`config.mk`:
```
export PLATFORM = sky130hd
export DESIGN_NAME = or_reduce_stream
export DESIGN_NICKNAME = d
export VERILOG_FILES = /design/src/rtl/tybec_stream_pkg.sv /design/src/rtl/orModule.sv /design/src/rtl/or_reduce_stream.sv
export SDC_FILE = /design/constraint.sdc
export NUM_CORES = 1
export LEC_CHECK = 0
export CORE_ASPECT_RATIO = 2
export CORE_MARGIN = 8
export CORE_UTILIZATION = 34
export CTS_CLUSTER_DIAMETER = 150
export CTS_CLUSTER_SIZE = 10
export DETAILED_ROUTE_END_ITERATION = 16
export SLEW_MARGIN = 20
export SYNTH_ARGS = -nofsm -noshare
export SYNTH_HDL_FRONTEND = slang
export SYNTH_SLANG_ARGS = --single-unit
export TNS_END_PERCENT = 20
```
`constraint.sdc`:
```
create_clock -name clk -period 3.34 [get_ports clk]
set_input_delay 0.835 -clock clk [delete_from_list [all_inputs] [get_ports clk]]
set_output_delay 0.835 -clock clk [all_outputs]
set_load 0.005 [all_outputs]
```
`src/rtl/tybec_stream_pkg.sv`:
```
// Shared definitions for the tybec stream stages: FSM state encoding and a
// constant clog2 used to size counters from elaboration parameters.
package tybec_stream_pkg;

    localparam logic [0:0] ST_ACCUM_ENC = 1'b0;
    localparam logic [0:0] ST_HOLD_ENC  = 1'b1;

    typedef enum logic [0:0] {
        ACCUM = ST_ACCUM_ENC,
        HOLD  = ST_HOLD_ENC
    } state_t;

    // Smallest r with 2**r >= value; evaluated at elaboration time only.
    function automatic int clog2(input int value);
        int result;
        longint span;
        result = 0;
        span   = 64'sd1;
        for (int i = 0; i < 32; i++) begin
            if (span < longint'(value)) begin
                span   = span << 1;
                result = result + 1;
            end
        end
        return result;
    endfunction

endpackage

```
`src/rtl/orModule.sv`:
```
// Team bitwise OR core: y = a | b across N bits, purely combinational.
module orModule #(
    parameter int N = 18
) (
    input  logic [N-1:0] a,
    input  logic [N-1:0] b,
    output logic [N-1:0] y
);

    assign y = a | b;

endmodule

```
`src/rtl/or_reduce_stream.sv`:
```
// Streaming OR-reduction: ORs each frame of up to LEN words (or until in_last)
// and presents the result on a registered valid/ready output.
module or_reduce_stream
    import tybec_stream_pkg::*;
#(
    parameter int N   = 18,
    parameter int LEN = 16,
    parameter int CW  = clog2(LEN + 1)
) (
    input  logic          clk,
    input  logic          rst,
    input  logic [N-1:0]  in_data,
    input  logic          in_valid,
    output logic          in_ready,
    input  logic          in_last,
    output logic [N-1:0]  out_data,
    output logic [CW-1:0] out_count,
    output logic          out_valid,
    input  logic          out_ready
);

    state_t        state_r;
    state_t        state_nxt_s;
    logic [N-1:0]  acc_r;
    logic [N-1:0]  acc_nxt_s;
    logic [N-1:0]  or_s;
    logic [CW-1:0] cnt_r;
    logic [CW-1:0] cnt_nxt_s;
    logic [CW-1:0] cnt_inc_s;
    logic          in_ready_s;
    logic          accept_s;
    logic          emit_s;

    orModule #(.N(N)) u_or (
        .a (acc_r),
        .b (in_data),
        .y (or_s)
    );

    assign cnt_inc_s = cnt_r + CW'(1);
    assign accept_s  = in_valid & in_ready_s;
    assign emit_s    = (state_r == HOLD) & out_ready;

    // State, accumulator and word counter registers.
    always_ff @(posedge clk or posedge rst) begin
        if (rst) begin
            state_r <= ACCUM;
            acc_r   <= {N{1'b0}};
            cnt_r   <= {CW{1'b0}};
        end else begin
            state_r <= state_nxt_s;
            acc_r   <= acc_nxt_s;
            cnt_r   <= cnt_nxt_s;
        end
    end

    // Next-state: accumulate in ACCUM; in HOLD an emit either clears or,
    // with a simultaneous accept, loads the new word so frames abut.
    always_comb begin
        state_nxt_s = state_r;
        acc_nxt_s   = acc_r;
        cnt_nxt_s   = cnt_r;
        case (state_r)
            ACCUM: begin
                if (accept_s) begin
                    acc_nxt_s = or_s;
                    cnt_nxt_s = cnt_inc_s;
                    if ((cnt_inc_s == CW'(LEN)) || in_last) begin
                        state_nxt_s = HOLD;
                    end else begin
                        state_nxt_s = ACCUM;
                    end
                end else begin
                    state_nxt_s = ACCUM;
                end
            end
            HOLD: begin
                if (emit_s) begin
                    if (accept_s) begin
                        acc_nxt_s = in_data;
                        cnt_nxt_s = CW'(1);
                        if ((LEN == 1) || in_last) begin
                            state_nxt_s = HOLD;
                        end else begin
                            state_nxt_s = ACCUM;
                        end
                    end else begin
                        acc_nxt_s   = {N{1'b0}};
                        cnt_nxt_s   = {CW{1'b0}};
                        state_nxt_s = ACCUM;
                    end
                end else begin
                    state_nxt_s = HOLD;
                end
            end
            default: begin
                acc_nxt_s   = {N{1'b0}};
                cnt_nxt_s   = {CW{1'b0}};
                state_nxt_s = ACCUM;
            end
        endcase
    end

    // Ready: always open while accumulating, follows downstream while holding.
    always_comb begin
        in_ready_s = 1'b1;
        case (state_r)
            ACCUM:   in_ready_s = 1'b1;
            HOLD:    in_ready_s = out_ready;
            default: in_ready_s = 1'b1;
        endcase
    end

    assign in_ready  = in_ready_s;
    assign out_valid = (state_r == HOLD);
    assign out_data  = acc_r;
    assign out_count = cnt_r;

endmodule

```
======== After elaboration in Yosys (flattened, before gate mapping) ========
Cells that the tools add are included.
word-level totals
  word-level logic and storage cells ...... 28
  bits in registers ....................... 24
  output and inout bits ................... 25
  input bits .............................. 23
operators by class
  bitwise logic cells ..................... 4
  add/sub/neg operators ................... 1
  muxes and demuxes ....................... 15
  eq/ne operators ......................... 3
  reduce and logical (&&, ||, !) cells .... 2
operator list
  operator                                        count
  2-to-1 mux 18 bit                               3
  case mux 18 bit (2 select lines)                1
  OR 18 bit                                       1
  2-to-1 mux 5 bit                                2
  case mux 5 bit (2 select lines)                 1
  2-to-1 mux 1 bit                                6
  adder 5 x 1 -> 5 bit (second input constant)    1
  == test 5 bit (second input constant)           1
  case mux 1 bit (2 select lines)                 2
  bitwise AND 1 bit                               2
  != test 2 x 1 -> 1 bit (second input constant)  1
  != test 2 bit (second input constant)           1
  AND reduction 2 bit                             1
  logical OR 1 bit                                1
  NOT 1 bit                                       1

======== Logic depth before layout (Yosys ltp) ========
  word-level depth ........................ 6
  gate-level depth with buffers ........... 5
  depth with buffers taken out ............ 4

======== By module ========
A second synthesis with hierarchy kept.
second synthesis, totals
  cell total of the unflattened synthesis .. 139
  area, all modules ....................... 1426.4 um^2
by module, submodules not included
  module            cells an instance  area an instance (um^2)  times used  sequential area each (um^2)
  or_reduce_stream  121                1313.8                   1           600.6
  orModule          18                 112.6                    1           0.0

======== Worst setup path after synthesis ========
No wires, ideal clock.
  path kind ............................... input port to output port
  start ................................... input port out_ready
  end ..................................... output port in_ready
  arrival time ............................ 1.186 ns
  slack ................................... 1.319 ns
  required time ........................... 2.505 ns
  path buffers ............................ 1
  stages on the path ...................... 2
  cells stage by stage .................... nand2b_2 -> buf_4
between the ends
  longest elaborated chain between the ends .. 1
RTL lines
  what                             line                     source
  start: declaration               or_reduce_stream.sv:19   input logic out_ready
  case mux 1 bit (2 select lines)  or_reduce_stream.sv:107  case (state_r)
  end: declaration                 or_reduce_stream.sv:14   output logic in_ready,
No other way between the ends.

======== Worst setup path after layout ========
Same ends and word-level chain as after synthesis.

==> impl_results.md <==
- Status: complete, no violations
- VDD IR max: 0.000285 V
- Die area: 0.00591 mm²
- Vias per inst: 5.02
- Clock sink count: 24
- Critical Path Fanout Max: 2
- Top_reg_cell synth: dfrtp_1
- Sw power: ~0.26 mW
- Critical path type: input pin to output pin
- Num rows: 31
- Drt total wl: 3100 µm
- Pwr Density: 537 mW/mm²
- Top delay family on crit path: buffers and inverters
- WP data required: 2.50 ns
- # port buffers: 47
- Cell mode on critical path: clkdlybuf4s50_1
- Final setup fails: 0
- Synthesis Warnings: 0
- CTS tree: done
- Filler Cells Inserted: 333
- Fin cells: 220
- Post-synthesis net count: ~150
- GPL Wtd Cong: 0.762
- Starting Density: 0.348
- Syn Area/Cell: 9.75 µm²
- Drt first-iter violations: 26
- H-Tree Depth: 1
- Gr ovfl total: 0
- Initial antenna violation count: 0
- Combinational share of power: 0.314
- Layout cells sized above 1: 0.0760
- Worst-margin pin slew: 0.675 ns
- Cell count after synthesis: 126
- F_max: between 300 and 400 MHz
- DRC viols: 0
- Worst slack, placed: 0.556 ns
- Worst path arrival time: 1.94 ns
- Switch share: 0.274
- Worst skew pair latency: 0.26 ns
- Clock root buffer: clkbuf_8
- Post-DP HPWL: 2270 µm
- Setup slack, reg-to-reg: 1.84 ns
- EDFF count, synth: 0
- Post-layout min period: 2.78 ns
- CTS-repair resized insts: 0
- Clk buf depth: 2
- P_leak: 0.741 nW
- Nets@finish: 197
- Worst reg2reg path startpoint: out_valid
- Slowest cell delay on critical path: approximately 0.52 ns
- Via count: 1104
- R2R depth: 2
- Drt pass-1 iters: 4
- Largest net degree at the start of global routing: 25
- Unrepaired setup endpoints after global routing: false
- Final Hold Vio Count: 0
- Critical path endpoint: in_ready
- Synth Register Bits: 24
- Vias in the first global route: 1157
- Core ar.: approximately 0.0035 mm²
- Num CTS Buffers: 3
- Diode count: 0
- Worst path depth: 3
- Gr usage total: 0.107
- Mapped cell area: 0.00123 mm²
- Internal: ~0.70 mW
- First-pass GRT wire length: 5180 µm
- Clock Skews: 0.00878 ns
- Sum Neg Setup Slack: 0 ns
- Clock power share: 0.258
- Hold-fix buffers at CTS: 0
- Clock transition at path regs: 0.08 ns
- Slew Limit Headroom: 0.550
- Reg power frac: 0.428
- Worst Setup SP: out_ready
- Nature of the critical path startpoint: input pin
- Routed len/inst: between 10 and 15 µm
- CP max stage cell: clkdlybuf4s50_1
- Buf/Inv on CP: 2
- Max-Cap Viols: 0
- Die X: 58.5 µm
- Placed Instances: 216
- Worst path cell trace: clkdlybuf4s50_1 > nand2b_2 > clkdlybuf4s50_1
- R2R Path End: out_data[8]
- Area grow syn2layout: 46.3%
- Top-level port count: 48
- Antenna-violating nets left: 0
- Crit. End Element: output pin
- Worst Hold Class: flop to flop
- Die height: 101 µm
- Synth unique cells: 25
- Setup repair bufs after CTS: 0
- Crit share post-route: 0.831
- Final worst setup slack: roughly 0.56 ns
- Share of the yosys chip area belonging to registers: 0.489
- Async set-reset flop share out of synthesis: 1.00
- Final Max Slew Viols: 0
per-stage QoR:
stage	power, mW	cell area [µm²]	hold slack [ns]	util
after floorplan	0.546	1230	0.514	-
after global placement	0.721	1730	0.507	0.489
after detailed placement	0.727	1730	0.520	0.489
after CTS	0.980	1800	0.539	0.509
after global routing	1.03	1800	0.567	0.509
final	0.966	1800	0.536	0.509
cell usage after synthesis, types with 2 or more instances:
master / n / area share
nand2_1: 14 / 0.043
nand3_1: 10 / 0.041
nand2b_1: 8 / 0.041
ha_1: 2 / 0.020
xnor2_1: 2 / 0.014
mux2i_1: 4 / 0.033
buf_6: 2 / 0.018
dfrtp_1: 24 / 0.49
a21oi_1: 19 / 0.077
a31oi_1: 19 / 0.097
buf_2: 6 / 0.024
inv_1: 2 / 0.0061
buf_4: 2 / 0.012
cell usage in the layout, fill, tap and decap left out, types with 2 or more instances in the layout:
| master | synthesis | final |
|---|---|---|
| mux2i_1 | 4 | 4 |
| buf_4 | 2 | 5 |
| dfrtp_1 | 24 | 24 |
| clkdlybuf4s50_1 | 0 | 47 |
| nand2b_1 | 8 | 8 |
| ha_1 | 2 | 2 |
| clkbuf_8 | 0 | 3 |
| a31oi_1 | 19 | 19 |
| inv_1 | 2 | 2 |
| xnor2_1 | 2 | 2 |
| nand2_1 | 14 | 14 |
| a21oi_1 | 19 | 19 |
| nand3_1 | 10 | 10 |
cell families after synthesis:
| logic type | share of synthesized area |
|---|---|
| flops | 0.489 |
| fa+ha+maj | 0.0204 |
| xor+xnor | 0.0143 |
| simple gates | 0.162 |
| compound gates | 0.218 |
| mux | 0.0326 |
| buf+inv | 0.0642 |
power groups by stage:
| stage | logic (mW) | clock network [mW] | registers [mW] |
|---|---|---|---|
| floorplan | 0.137 | 0 | 0.410 |
| global placement | 0.305 | 0 | 0.416 |
| detailed placement | 0.309 | 0 | 0.418 |
| CTS | 0.309 | 0.257 | 0.414 |
| global route | 0.339 | 0.270 | 0.423 |
| finish | 0.303 | 0.250 | 0.413 |
sequential cells by signal, summed over array words and instances, names as in the netlist:
register   cells
out_count      5
out_data      18
out_valid      1
per-layer routing:
layer  track usage  share of wire
met2         0.175           0.49
met5             0              0
met1         0.123           0.43
met4        0.0323         0.0048
met3        0.0396          0.073
how the worst min path moves through the flow:
| stage | from | cells past startpoint | slack [ns] | to |
|---|---|---|---|---|
| floorplan | out_data[0] | 2 | 0.51 | out_data[0] |
| global placement | out_data[8] | 2 | 0.51 | out_data[8] |
| detailed placement | out_data[3] | 2 | 0.52 | out_data[3] |
| CTS | out_data[3] | 2 | 0.54 | out_data[3] |
| global route | out_data[9] | 2 | 0.57 | out_data[9] |
| finish | out_data[3] | 2 | 0.54 | out_data[3] |
tightest hold or removal path, delay by kind of cell (launching register included):
kind	cells	cell delay [ns]
AOI/OAI and AO/OA	2	0.14
DFF	1	0.35
layout make-up:
type	count	area, µm²	share of cell area
sequential	24	601	0.334
multi-input combinational	89	549	0.305
timing repair buffer	52	508	0.283
tap	49	61.3	0.0341
clock buffer	3	41.3	0.0230
clock inverter	1	30.0	0.0167
inverter	2	7.51	0.00418
(Power assumes the default switching activity.)
